==> config.mk <==
export PLATFORM = sky130hd
export DESIGN_NAME = fetch_stage_flat
export DESIGN_NICKNAME = d
export VERILOG_FILES = /design/src/rtl/fetch_pkg.sv /design/src/rtl/fetch_stage_if.sv /design/src/rtl/fetch_stage.sv /design/src/flat_wrapper.sv
export SDC_FILE = /design/constraint.sdc
export NUM_CORES = 1
export LEC_CHECK = 0
export ABC_AREA = 1
export ABC_CLOCK_PERIOD_IN_PS = 2000
export CORE_ASPECT_RATIO = 0.8
export CORE_UTILIZATION = 35
export CTS_CLUSTER_DIAMETER = 80
export DETAILED_ROUTE_END_ITERATION = 6
export GPL_ROUTABILITY_DRIVEN = 0
export PLACE_DENSITY_LB_ADDON = 0.1
export SLEW_MARGIN = 20
export SYNTH_ARGS = -nofsm -noshare
export SYNTH_HDL_FRONTEND = slang
export SYNTH_SLANG_ARGS = --single-unit
==> constraint.sdc <==
create_clock -name clk -period 2 [get_ports clk]
set_input_delay 0.4 -clock clk [delete_from_list [all_inputs] [get_ports clk]]
set_output_delay 0.4 -clock clk [all_outputs]
set_load 0.005 [all_outputs]
==> src/rtl/fetch_pkg.sv <==
// rtl/fetch_pkg.sv - shared types and constants for the instruction-fetch stage
package fetch_pkg;

    // REQ: request on the bus; WAIT: one request outstanding;
    // HOLD: instruction presented to decode; DRAIN: discard a stale response
    typedef enum logic [1:0] {
        REQ   = 2'd0,
        WAIT  = 2'd1,
        HOLD  = 2'd2,
        DRAIN = 2'd3
    } fetch_state_e;

    localparam logic [31:0] NOP_INSTR            = 32'h0000_0013;
    localparam int          INSTR_BYTES          = 4;
    localparam logic [31:0] DEFAULT_RESET_VECTOR = 32'h0000_0000;

endpackage

==> src/rtl/fetch_stage_if.sv <==
// rtl/fetch_stage_if.sv - memory, decode and redirect signals of the fetch stage
// Ports (master = fetch stage side):
//   imem_req_valid/ready/addr   word read request to instruction memory
//   imem_rsp_valid/data         in-order read response
//   instr_valid/ready/instr/pc  fetched instruction handed to decode
//   redirect_valid/pc           new PC, flushes in-flight fetch
interface fetch_stage_if #(
    parameter int AW = 32
);
    logic          imem_req_valid;
    logic          imem_req_ready;
    logic [AW-1:0] imem_req_addr;
    logic          imem_rsp_valid;
    logic [AW-1:0] imem_rsp_data;
    logic          instr_valid;
    logic          instr_ready;
    logic [AW-1:0] instr;
    logic [AW-1:0] instr_pc;
    logic          redirect_valid;
    logic [AW-1:0] redirect_pc;

    modport master (
        output imem_req_valid, imem_req_addr, instr_valid, instr, instr_pc,
        input  imem_req_ready, imem_rsp_valid, imem_rsp_data, instr_ready,
               redirect_valid, redirect_pc
    );

    modport slave (
        input  imem_req_valid, imem_req_addr, instr_valid, instr, instr_pc,
        output imem_req_ready, imem_rsp_valid, imem_rsp_data, instr_ready,
               redirect_valid, redirect_pc
    );
endinterface

==> src/rtl/fetch_stage.sv <==
// rtl/fetch_stage.sv - instruction fetch: PC register, one-outstanding fetch FSM, capture register
// Ports:
//   clk    rising-edge clock
//   reset  synchronous active-high reset
//   bus    fetch_stage_if.master: imem request/response, decode handshake, redirect
module fetch_stage
    import fetch_pkg::*;
#(
    parameter int                         ADDR_DATA_WIDTH = 32,
    parameter logic [ADDR_DATA_WIDTH-1:0] RESET_VECTOR    = ADDR_DATA_WIDTH'(DEFAULT_RESET_VECTOR)
) (
    input logic            clk,
    input logic            reset,
    fetch_stage_if.master  bus
);
    localparam int AW = ADDR_DATA_WIDTH;

    fetch_state_e  state_q, state_d;
    logic [AW-1:0] pc_q, pc_d;
    logic [AW-1:0] instr_q, instr_d;
    logic [AW-1:0] instr_pc_q, instr_pc_d;
    logic [AW-1:0] redirect_aligned;

    assign redirect_aligned = bus.redirect_pc & ~AW'(INSTR_BYTES - 1);

    always_ff @(posedge clk) begin
        if (reset) begin
            state_q    <= REQ;
            pc_q       <= RESET_VECTOR;
            instr_q    <= AW'(NOP_INSTR);
            instr_pc_q <= '0;
        end else begin
            state_q    <= state_d;
            pc_q       <= pc_d;
            instr_q    <= instr_d;
            instr_pc_q <= instr_pc_d;
        end
    end

    always_comb begin
        state_d    = state_q;
        pc_d       = pc_q;
        instr_d    = instr_q;
        instr_pc_d = instr_pc_q;

        if (bus.redirect_valid) begin
            // Redirect wins over everything. If a request is (or becomes)
            // outstanding without its response having arrived, the response
            // still has to be swallowed in DRAIN before fetching the new PC.
            pc_d = redirect_aligned;
            case (state_q)
                REQ:     state_d = bus.imem_req_ready ? DRAIN : REQ;
                WAIT:    state_d = bus.imem_rsp_valid ? REQ : DRAIN;
                HOLD:    state_d = REQ;
                DRAIN:   state_d = bus.imem_rsp_valid ? REQ : DRAIN;
                default: state_d = REQ;
            endcase
        end else begin
            case (state_q)
                REQ: begin
                    if (bus.imem_req_ready) begin
                        state_d = WAIT;
                    end
                end
                WAIT: begin
                    if (bus.imem_rsp_valid) begin
                        // Only edge on which instr/instr_pc change
                        instr_d    = bus.imem_rsp_data;
                        instr_pc_d = pc_q;
                        pc_d       = pc_q + AW'(INSTR_BYTES);
                        state_d    = HOLD;
                    end
                end
                HOLD: begin
                    if (bus.instr_ready) begin
                        state_d = REQ;
                    end
                end
                DRAIN: begin
                    if (bus.imem_rsp_valid) begin
                        state_d = REQ;
                    end
                end
                default: state_d = REQ;
            endcase
        end
    end

    // All outputs come from registers: no input-to-output combinational path
    assign bus.imem_req_valid = (state_q == REQ);
    assign bus.imem_req_addr  = pc_q;
    assign bus.instr_valid    = (state_q == HOLD);
    assign bus.instr          = instr_q;
    assign bus.instr_pc       = instr_pc_q;

    a_instr_stable: assert property (@(posedge clk) disable iff (reset)
        bus.instr_valid && !bus.instr_ready |=> $stable(bus.instr) && $stable(bus.instr_pc));

    a_req_aligned: assert property (@(posedge clk) disable iff (reset)
        bus.imem_req_addr[1:0] == 2'b00);

    a_no_stray_rsp: assert property (@(posedge clk) disable iff (reset)
        !(bus.imem_rsp_valid && (state_q == REQ || state_q == HOLD)));

endmodule
==> src/flat_wrapper.sv <==
// flat-port wrapper written by rule: the top's interface ports become plain ports
module fetch_stage_flat import fetch_pkg::*;
#(
    parameter int                         ADDR_DATA_WIDTH = 32,
    parameter logic [ADDR_DATA_WIDTH-1:0] RESET_VECTOR    = ADDR_DATA_WIDTH'(DEFAULT_RESET_VECTOR)
)
  (clk, reset, bus_imem_req_valid, bus_imem_req_addr, bus_instr_valid, bus_instr, bus_instr_pc, bus_imem_req_ready, bus_imem_rsp_valid, bus_imem_rsp_data, bus_instr_ready, bus_redirect_valid, bus_redirect_pc);
  fetch_stage_if bus_i ();
  input logic clk;
  input logic reset;
  output wire logic [$bits(bus_i.imem_req_valid)-1:0] bus_imem_req_valid;
  output wire logic [$bits(bus_i.imem_req_addr)-1:0] bus_imem_req_addr;
  output wire logic [$bits(bus_i.instr_valid)-1:0] bus_instr_valid;
  output wire logic [$bits(bus_i.instr)-1:0] bus_instr;
  output wire logic [$bits(bus_i.instr_pc)-1:0] bus_instr_pc;
  input wire logic [$bits(bus_i.imem_req_ready)-1:0] bus_imem_req_ready;
  input wire logic [$bits(bus_i.imem_rsp_valid)-1:0] bus_imem_rsp_valid;
  input wire logic [$bits(bus_i.imem_rsp_data)-1:0] bus_imem_rsp_data;
  input wire logic [$bits(bus_i.instr_ready)-1:0] bus_instr_ready;
  input wire logic [$bits(bus_i.redirect_valid)-1:0] bus_redirect_valid;
  input wire logic [$bits(bus_i.redirect_pc)-1:0] bus_redirect_pc;
  assign bus_imem_req_valid = bus_i.imem_req_valid;
  assign bus_imem_req_addr = bus_i.imem_req_addr;
  assign bus_instr_valid = bus_i.instr_valid;
  assign bus_instr = bus_i.instr;
  assign bus_instr_pc = bus_i.instr_pc;
  assign bus_i.imem_req_ready = bus_imem_req_ready;
  assign bus_i.imem_rsp_valid = bus_imem_rsp_valid;
  assign bus_i.imem_rsp_data = bus_imem_rsp_data;
  assign bus_i.instr_ready = bus_instr_ready;
  assign bus_i.redirect_valid = bus_redirect_valid;
  assign bus_i.redirect_pc = bus_redirect_pc;
  fetch_stage #(.ADDR_DATA_WIDTH(ADDR_DATA_WIDTH), .RESET_VECTOR(RESET_VECTOR)) u_core (.clk(clk), .reset(reset), .bus(bus_i));
endmodule
==> out/results.txt, run 1 <==
Outcome - finished, final reports clean
Final worst-path cycle share - 91.6%
NetSw - 1.15 mW
Clock slew seen by the registers of the worst setup and hold paths - 0.07 ns
Number of top-level pins - 168
DRC violation total after the first TritonRoute iteration - 403
Delay-heaviest family, CP - buffers and inverters
Vert. Die Dim - 101 µm
Finished Core Util - 54.5%
Clock network fraction of total power - 38.8%
Startpoint class of the critical path - flop
Core Footprint - 11,700 µm²
Max_cap viols - 0
Commonest cells after routing, fill and taps aside - sky130_fd_sc_hd__clkdlybuf4s50_1, sky130_fd_sc_hd__nor2_1, sky130_fd_sc_hd__nand2_1
Comb pwr share - 15.4%
Worst-Skew Late Latency - 0.34 ns
Critical Path RT - 1.60 ns
Root buffer selected by CTS - sky130_fd_sc_hd__clkbuf_16
CP cell instances - clkdlybuf4s50_1
Clock tree from TritonCTS - built
Number of placement rows - 35
Gate Count Post-Synth - 624
Count of non-filler cells in the finished layout - 932
CP Buf/Inv Count - 1
Power Internal - 3.33 mW
First-pass GRT wire length - 21,900 µm
Vias/cell - 4.91
Part of the total power dissipated in sequential elements - 45.7%
Total CTS buffers - 9
RSZ-0062 raised after global routing - no
Power density normalized to cell area - 701 nW/µm²
Area delta synth->final - 48.4%
Via count of the first global-routing pass - 4,273
Max-slew violation count - 0
Share of synthesized area occupied by flip-flops and latches - 43.7%
1st-pass router iterations - 5
Clock sink count - 94
DRT Wirelength - 13,600 µm
Number of antenna violations at the first check in global routing - 0
Global-route usage over all layers - 21.6%
Number of synthesized flops with an enable pin - 0
Layout cells sized above 1 - 6.25%
Crit path arrival time - 1.43 ns
Critical path class - reg2out
Count of nets left with antenna violations after detail routing - 0
Worst vdd rail ir drop - 0.445 mV
Commonest non-fill, non-tap cell in the layout - sky130_fd_sc_hd__clkdlybuf4s50_1
Final-stage net count - 850
Aggregate negative setup slack - 0 ns
H-tree depth reported by CTS - 3
Final count of negative-setup-slack endpoints - 0
Routed length per placed instance - 14.6 µm
Total congestion overflow after global routing - 0
Antenna diodes - 0
Delay contributed by the slowest stage of the critical path - 0.57 ns
Max FO, Critical Path - 6
Hold Violations, Final - 0
Count of fill cells added during filler insertion - 1,162
Horizontal die dimension - 126 µm
Achievable frequency - 546 MHz
Area of all placed cells without fillers - 6390 µm²
Die footprint - 12,800 µm²
Port Buf Inserts - 161
Dpl hpwl - 9660 µm
Initial core utilization - 36.7%
Largest net degree at the start of global routing - 60
Total placed instance area - 6090 µm²
Post-detailed-route DRC marker count - 0
Switching portion of total power - 25.6%
Placed cells - 916
Critical path capture point type - primary output
Via Count - 4,575
Cell at the slowest stage of the critical path - sky130_fd_sc_hd__clkdlybuf4s50_1
Cell area after synthesis - 4310 µm²
Mean instance size in the synthesized netlist - 6.90 µm²
Worst hold path class - reg2reg
Post-route clock skew - 0.00518 ns
Min cycle time layout - 1.83 ns
Unique masters post-synth - 34
Number of register bits inferred by synthesis - 94
Largest buffer count on any clock path - 2
Lkg Pwr - 2.39 nW
Prevailing post-synth register cell - sky130_fd_sc_hd__dfxtp_1
Synthesis warning total - 0
Share of synthesized flip-flops with an asynchronous set or reset - 0%
flip-flops by register name, indices dropped and copies added (netlist names):
| register | cells |
|---|---|
| u_core.bus.instr_pc | 30 |
| u_core.bus.imem_req_addr | 30 |
| u_core.bus.instr | 32 |
| u_core.state_q | 2 |
synth_stat cells (4+ instances only):
cell type | count | area (µm²)
sky130_fd_sc_hd__buf_2 | 13 | 65.1
sky130_fd_sc_hd__nor3_1 | 14 | 70.1
sky130_fd_sc_hd__clkbuf_1 | 11 | 41.3
sky130_fd_sc_hd__a31oi_1 | 4 | 25.0
sky130_fd_sc_hd__nor2_4 | 4 | 45.0
sky130_fd_sc_hd__nand2_1 | 115 | 432
sky130_fd_sc_hd__dfxtp_1 | 94 | 1880
sky130_fd_sc_hd__a211oi_1 | 4 | 30.0
sky130_fd_sc_hd__buf_4 | 7 | 52.6
sky130_fd_sc_hd__a22oi_1 | 5 | 37.5
sky130_fd_sc_hd__nor2_1 | 138 | 518
sky130_fd_sc_hd__a21oi_1 | 38 | 190
sky130_fd_sc_hd__nand3_1 | 34 | 170
sky130_fd_sc_hd__inv_1 | 41 | 154
sky130_fd_sc_hd__nor2_2 | 7 | 43.8
sky130_fd_sc_hd__buf_6 | 4 | 45.0
sky130_fd_sc_hd__o21ai_0 | 65 | 325
final timing paths:
kind / from / endpoint / slack (ns) / depth (start not counted)
worst max register to register: u_core.bus.imem_req_addr[3] / u_core.bus.imem_req_addr[26] / 0.20 / 10
worst min register to register: u_core.bus.instr[1] / u_core.bus.instr[1] / 0.48 / 2
worst min-delay path: u_core.bus.instr[1] / u_core.bus.instr[1] / 0.48 / 2
worst max-delay path: u_core.bus.imem_req_addr[27] / bus_imem_req_addr[27] / 0.17 / 1
cell type report:
class,count,area [µm²],area share (%)
Clock inverter,6,71.3,1.12
Clock buffer,10,229,3.58
Multi-Input combinational cell,453,2060,32.3
Inverter,44,165,2.58
Sequential cell,94,1880,29.4
Timing Repair Buffer,177,1790,28.1
Tap cell,148,185,2.90
power groups by stage:
| stage | sequential, mW | clock (mW) | combinational (mW) |
|---|---|---|---|
| 2_1_floorplan | 2.08 | 0 | 0.285 |
| 3_3_place_gp | 2.09 | 0 | 0.681 |
| 3_5_place_dp | 2.09 | 0 | 0.692 |
| 4_1_cts | 2.05 | 1.78 | 0.696 |
| 5_1_grt | 2.06 | 1.86 | 0.763 |
| 6_report | 2.05 | 1.74 | 0.691 |
cells by family (layout without fill, tap and decap cells):
logic type                 count (synthesis)  count (layout)  synth area share [%]
and+or+nand+nor                          322             322                  31.4
AOI/OAI and AO/OA                        124             124                  15.5
DFF                                       94              94                  43.7
buffers and inverters                     80             237                  8.66
xor gates and xnor gates                   2               2                 0.407
adders and majority gates                  1               1                 0.291
other                                      1               4                0.0871
tightest hold or removal path, delay by kind of cell (launching register included):
kind,cells,cell delay [ns]
simple gates,2,0.12
flops,1,0.33
timing repair:
item,CTS,global route
endpoints found under the setup margin,0,2
buffers inserted,0,0
resized for setup,0,1
hold buffers,0,0
metrics by stage:
stage	total power, mW	worst slack [ns]	hold WS [ns]
after global placement	2.77	0.116	0.454
after CTS	4.53	0.161	0.487
after global routing	4.68	0.0142	0.511
final	4.48	0.168	0.476
after detailed placement	2.78	0.0654	0.463
after floorplan	2.37	0.513	0.466
per-layer routing:
layer / share of wire [%] / GRT usage [%]
met3: 6.7 / 4.97
met2: 43 / 33.6
met5: 0 / 0
met1: 49 / 30.4
met4: 1.1 / 4.91
Power figures use the tool's default switching activity.
==> inputs of run 2 (changes only) <==
--- a/config.mk
+++ b/config.mk
@@ -11,7 +11,7 @@
 export CORE_UTILIZATION = 35
 export CTS_CLUSTER_DIAMETER = 80
 export DETAILED_ROUTE_END_ITERATION = 6
-export GPL_ROUTABILITY_DRIVEN = 0
+export GPL_ROUTABILITY_DRIVEN = 1
 export PLACE_DENSITY_LB_ADDON = 0.1
 export SLEW_MARGIN = 20
 export SYNTH_ARGS = -nofsm -noshare
==> results of run 2 <==
Same layout as run 1: the final DEF is identical, and so are final timing and power.
==> inputs of run 3 (changes only) <==
--- a/config.mk
+++ b/config.mk
@@ -6,8 +6,8 @@
 export NUM_CORES = 1
 export LEC_CHECK = 0
 export ABC_AREA = 1
-export ABC_CLOCK_PERIOD_IN_PS = 2000
-export CORE_ASPECT_RATIO = 0.8
+export ABC_CLOCK_PERIOD_IN_PS = 2300
+export CORE_ASPECT_RATIO = 0.6
 export CORE_UTILIZATION = 35
 export CTS_CLUSTER_DIAMETER = 80
 export DETAILED_ROUTE_END_ITERATION = 6
==> constraint.sdc (replaced) <==
create_clock -name clk -period 2.3 [get_ports clk]
set_input_delay 0.46 -clock clk [delete_from_list [all_inputs] [get_ports clk]]
set_output_delay 0.46 -clock clk [all_outputs]
set_load 0.005 [all_outputs]
==> out/results.txt, run 3 (synthesis gave the netlist of run 1 again) <==
Outcome - finished, final reports clean
Vert. Die Dim - 87.9 µm
NetSw - 1.02 mW
Number of antenna violations at the first check in global routing - 0
Routed length on met1 - 6890 µm
Largest net degree at the start of global routing - 71
Max-slew violation count - 0
Critical Path RT - 2.51 ns
Hold path startpoint - u_core.bus.instr_pc[9]
Layout cells sized above 1 - 5.77%
Switching portion of total power - 26.6%
Worst vdd rail ir drop - 0.330 mV
Initial core utilization - 37.0%
Aggregate negative setup slack - 0 ns
Horizontal die dimension - 145 µm
Largest buffer count on any clock path - 2
Post-detailed-route DRC marker count - 0
Max FO, Critical Path - 6
Port Buf Inserts - 161
First-pass GRT wire length - 21,600 µm
Clock slew seen by the registers of the worst setup and hold paths - 0.07 ns
Highest routed metal layer - met4
Clock network fraction of total power - 37.8%
Wire length on met2 - 5860 µm
Area of the multi-input gates - 2060 µm²
Die footprint - 12,800 µm²
Commonest non-fill, non-tap cell in the layout - sky130_fd_sc_hd__clkdlybuf4s50_1
Post-route clock skew - 0.00912 ns
Final-stage net count - 846
Power Internal - 2.81 mW
DRC violation total after the first TritonRoute iteration - 295
Critical R2R Capture - u_core.bus.imem_req_addr[30]
Max_cap viols - 0
Vias/cell - 4.87
Count of nets left with antenna violations after detail routing - 0
RSZ-0062 raised after global routing - no
Critical path class - reg2reg
Total CTS buffers - 9
Antenna diodes - 0
Part of the total power dissipated in sequential elements - 46.7%
Global placer's final weighted congestion - 0.894
Via count of the first global-routing pass - 4,207
Commonest cells after routing, fill and taps aside - sky130_fd_sc_hd__clkdlybuf4s50_1, sky130_fd_sc_hd__nor2_1, sky130_fd_sc_hd__nand2_1
Achievable frequency - 520 MHz
Post-CTS setup repair buffer count - 0
Number of cells on the worst reg-to-reg path - 10
Number of top-level pins - 168
Hold Violations, Final - 0
Min cycle time layout - 1.92 ns
Crit path arrival time - 2.13 ns
Count of fill cells added during filler insertion - 1,104
Worst hold path class - reg2reg
Total congestion overflow after global routing - 0
Setup slack, reg-to-reg - 0.38 ns
Clock sink count - 94
Flip-flop count of the largest register after layout - 32
Met3 wire len - 1180 µm
Number of placement rows - 30
Core Footprint - 11,600 µm²
Worst min-delay path endpoint - u_core.bus.instr_pc[9]
Number of instances resized during post-cts repair - 0
Via Count - 4,582
Comb pwr share - 15.5%
Final worst-path cycle share - 83.6%
DRT Wirelength - 14,000 µm
Dpl hpwl - 10,000 µm
Seq. cell area - 1880 µm²
Power density normalized to cell area - 604 nW/µm²
Clock tree from TritonCTS - built
Final-layout worst hold slack - 0.484 ns
Area delta synth->final - 47.1%
Critical path capture point type - flop
1st-pass router iterations - 5
Number of stages on the worst hold path - 2
H-tree depth reported by CTS - 3
Post-CTS Hold Fix Bufs - 0
Root buffer selected by CTS - sky130_fd_sc_hd__clkbuf_16
Final count of negative-setup-slack endpoints - 0
Worst-Skew Late Latency - 0.35 ns
Global-route usage over all layers - 21.5%
Lkg Pwr - 2.36 nW
Startpoint class of the critical path - flop
Routed length per placed instance - 14.9 µm
Crit Reg-Reg Startpoint - u_core.bus.imem_req_addr[2]
run 3: layer usage:
metal	global-route usage, %	up-vias
met5	0	-
met2	32.5	167
met1	29.9	2086
met4	4.98	0
li1	-	2317
met3	6.88	12
run 3: final cells by class:
type | instances | share of cell area (%)
repair buffers | 173 | 27.5
clock buffers | 10 | 3.77
clock inverters | 6 | 0.711
multi-input cells | 453 | 32.6
well taps | 160 | 3.16
inverters | 44 | 2.61
flip-flops and latches | 94 | 29.7
run 3: worst max path at each step:
stage,slack (ns),startpoint,endpoint,cells past startpoint
after detailed placement,0.16,bus_imem_rsp_valid,u_core.bus.imem_req_addr[27],10
after global placement,0.22,bus_imem_rsp_valid,u_core.bus.imem_req_addr[29],10
final,0.38,u_core.bus.imem_req_addr[2],u_core.bus.imem_req_addr[30],10
after floorplan,0.81,u_core.bus.imem_req_addr[2],u_core.bus.imem_req_addr[24],10
after CTS,0.42,u_core.state_q[1],bus_instr_valid,3
after global routing,0.24,u_core.bus.imem_req_addr[2],u_core.bus.imem_req_addr[30],10
run 3: stage by stage:
stage | util (%) | power [mW] | instances | setup slack [ns] | instance area (µm²)
finish | 54.4 | 3.83 | 940 | 0.378 | 6330
global route | 54.4 | 3.99 | 940 | 0.237 | 6330
CTS | 54.4 | 3.86 | 940 | 0.418 | 6330
detailed placement | 52.0 | 2.41 | 924 | 0.160 | 6050
global placement | 52.0 | 2.40 | 924 | 0.223 | 6050
floorplan | - | 2.06 | 627 | 0.813 | 4320
run 3: power by group through the flow:
stage	logic, mW	registers (mW)	clock network (mW)
2_1_floorplan	0.247	1.81	0
3_3_place_gp	0.581	1.82	0
3_5_place_dp	0.591	1.82	0
4_1_cts	0.595	1.78	1.48
5_1_grt	0.648	1.80	1.55
6_report	0.594	1.79	1.44
run 3: critical path, cell delays in order, from the launching register on:
cell and delay [ns]:
sky130_fd_sc_hd__dfxtp_1 0.46, sky130_fd_sc_hd__ha_1 0.23, sky130_fd_sc_hd__nand2_1 0.11, sky130_fd_sc_hd__nor2_1 0.11, sky130_fd_sc_hd__nand2_1 0.20, sky130_fd_sc_hd__nor2_1 0.34, sky130_fd_sc_hd__nand2_1 0.11, sky130_fd_sc_hd__nand2_1 0.06
sky130_fd_sc_hd__nand3_1 0.06, sky130_fd_sc_hd__nand2_1 0.07, sky130_fd_sc_hd__a21oi_1 0.05
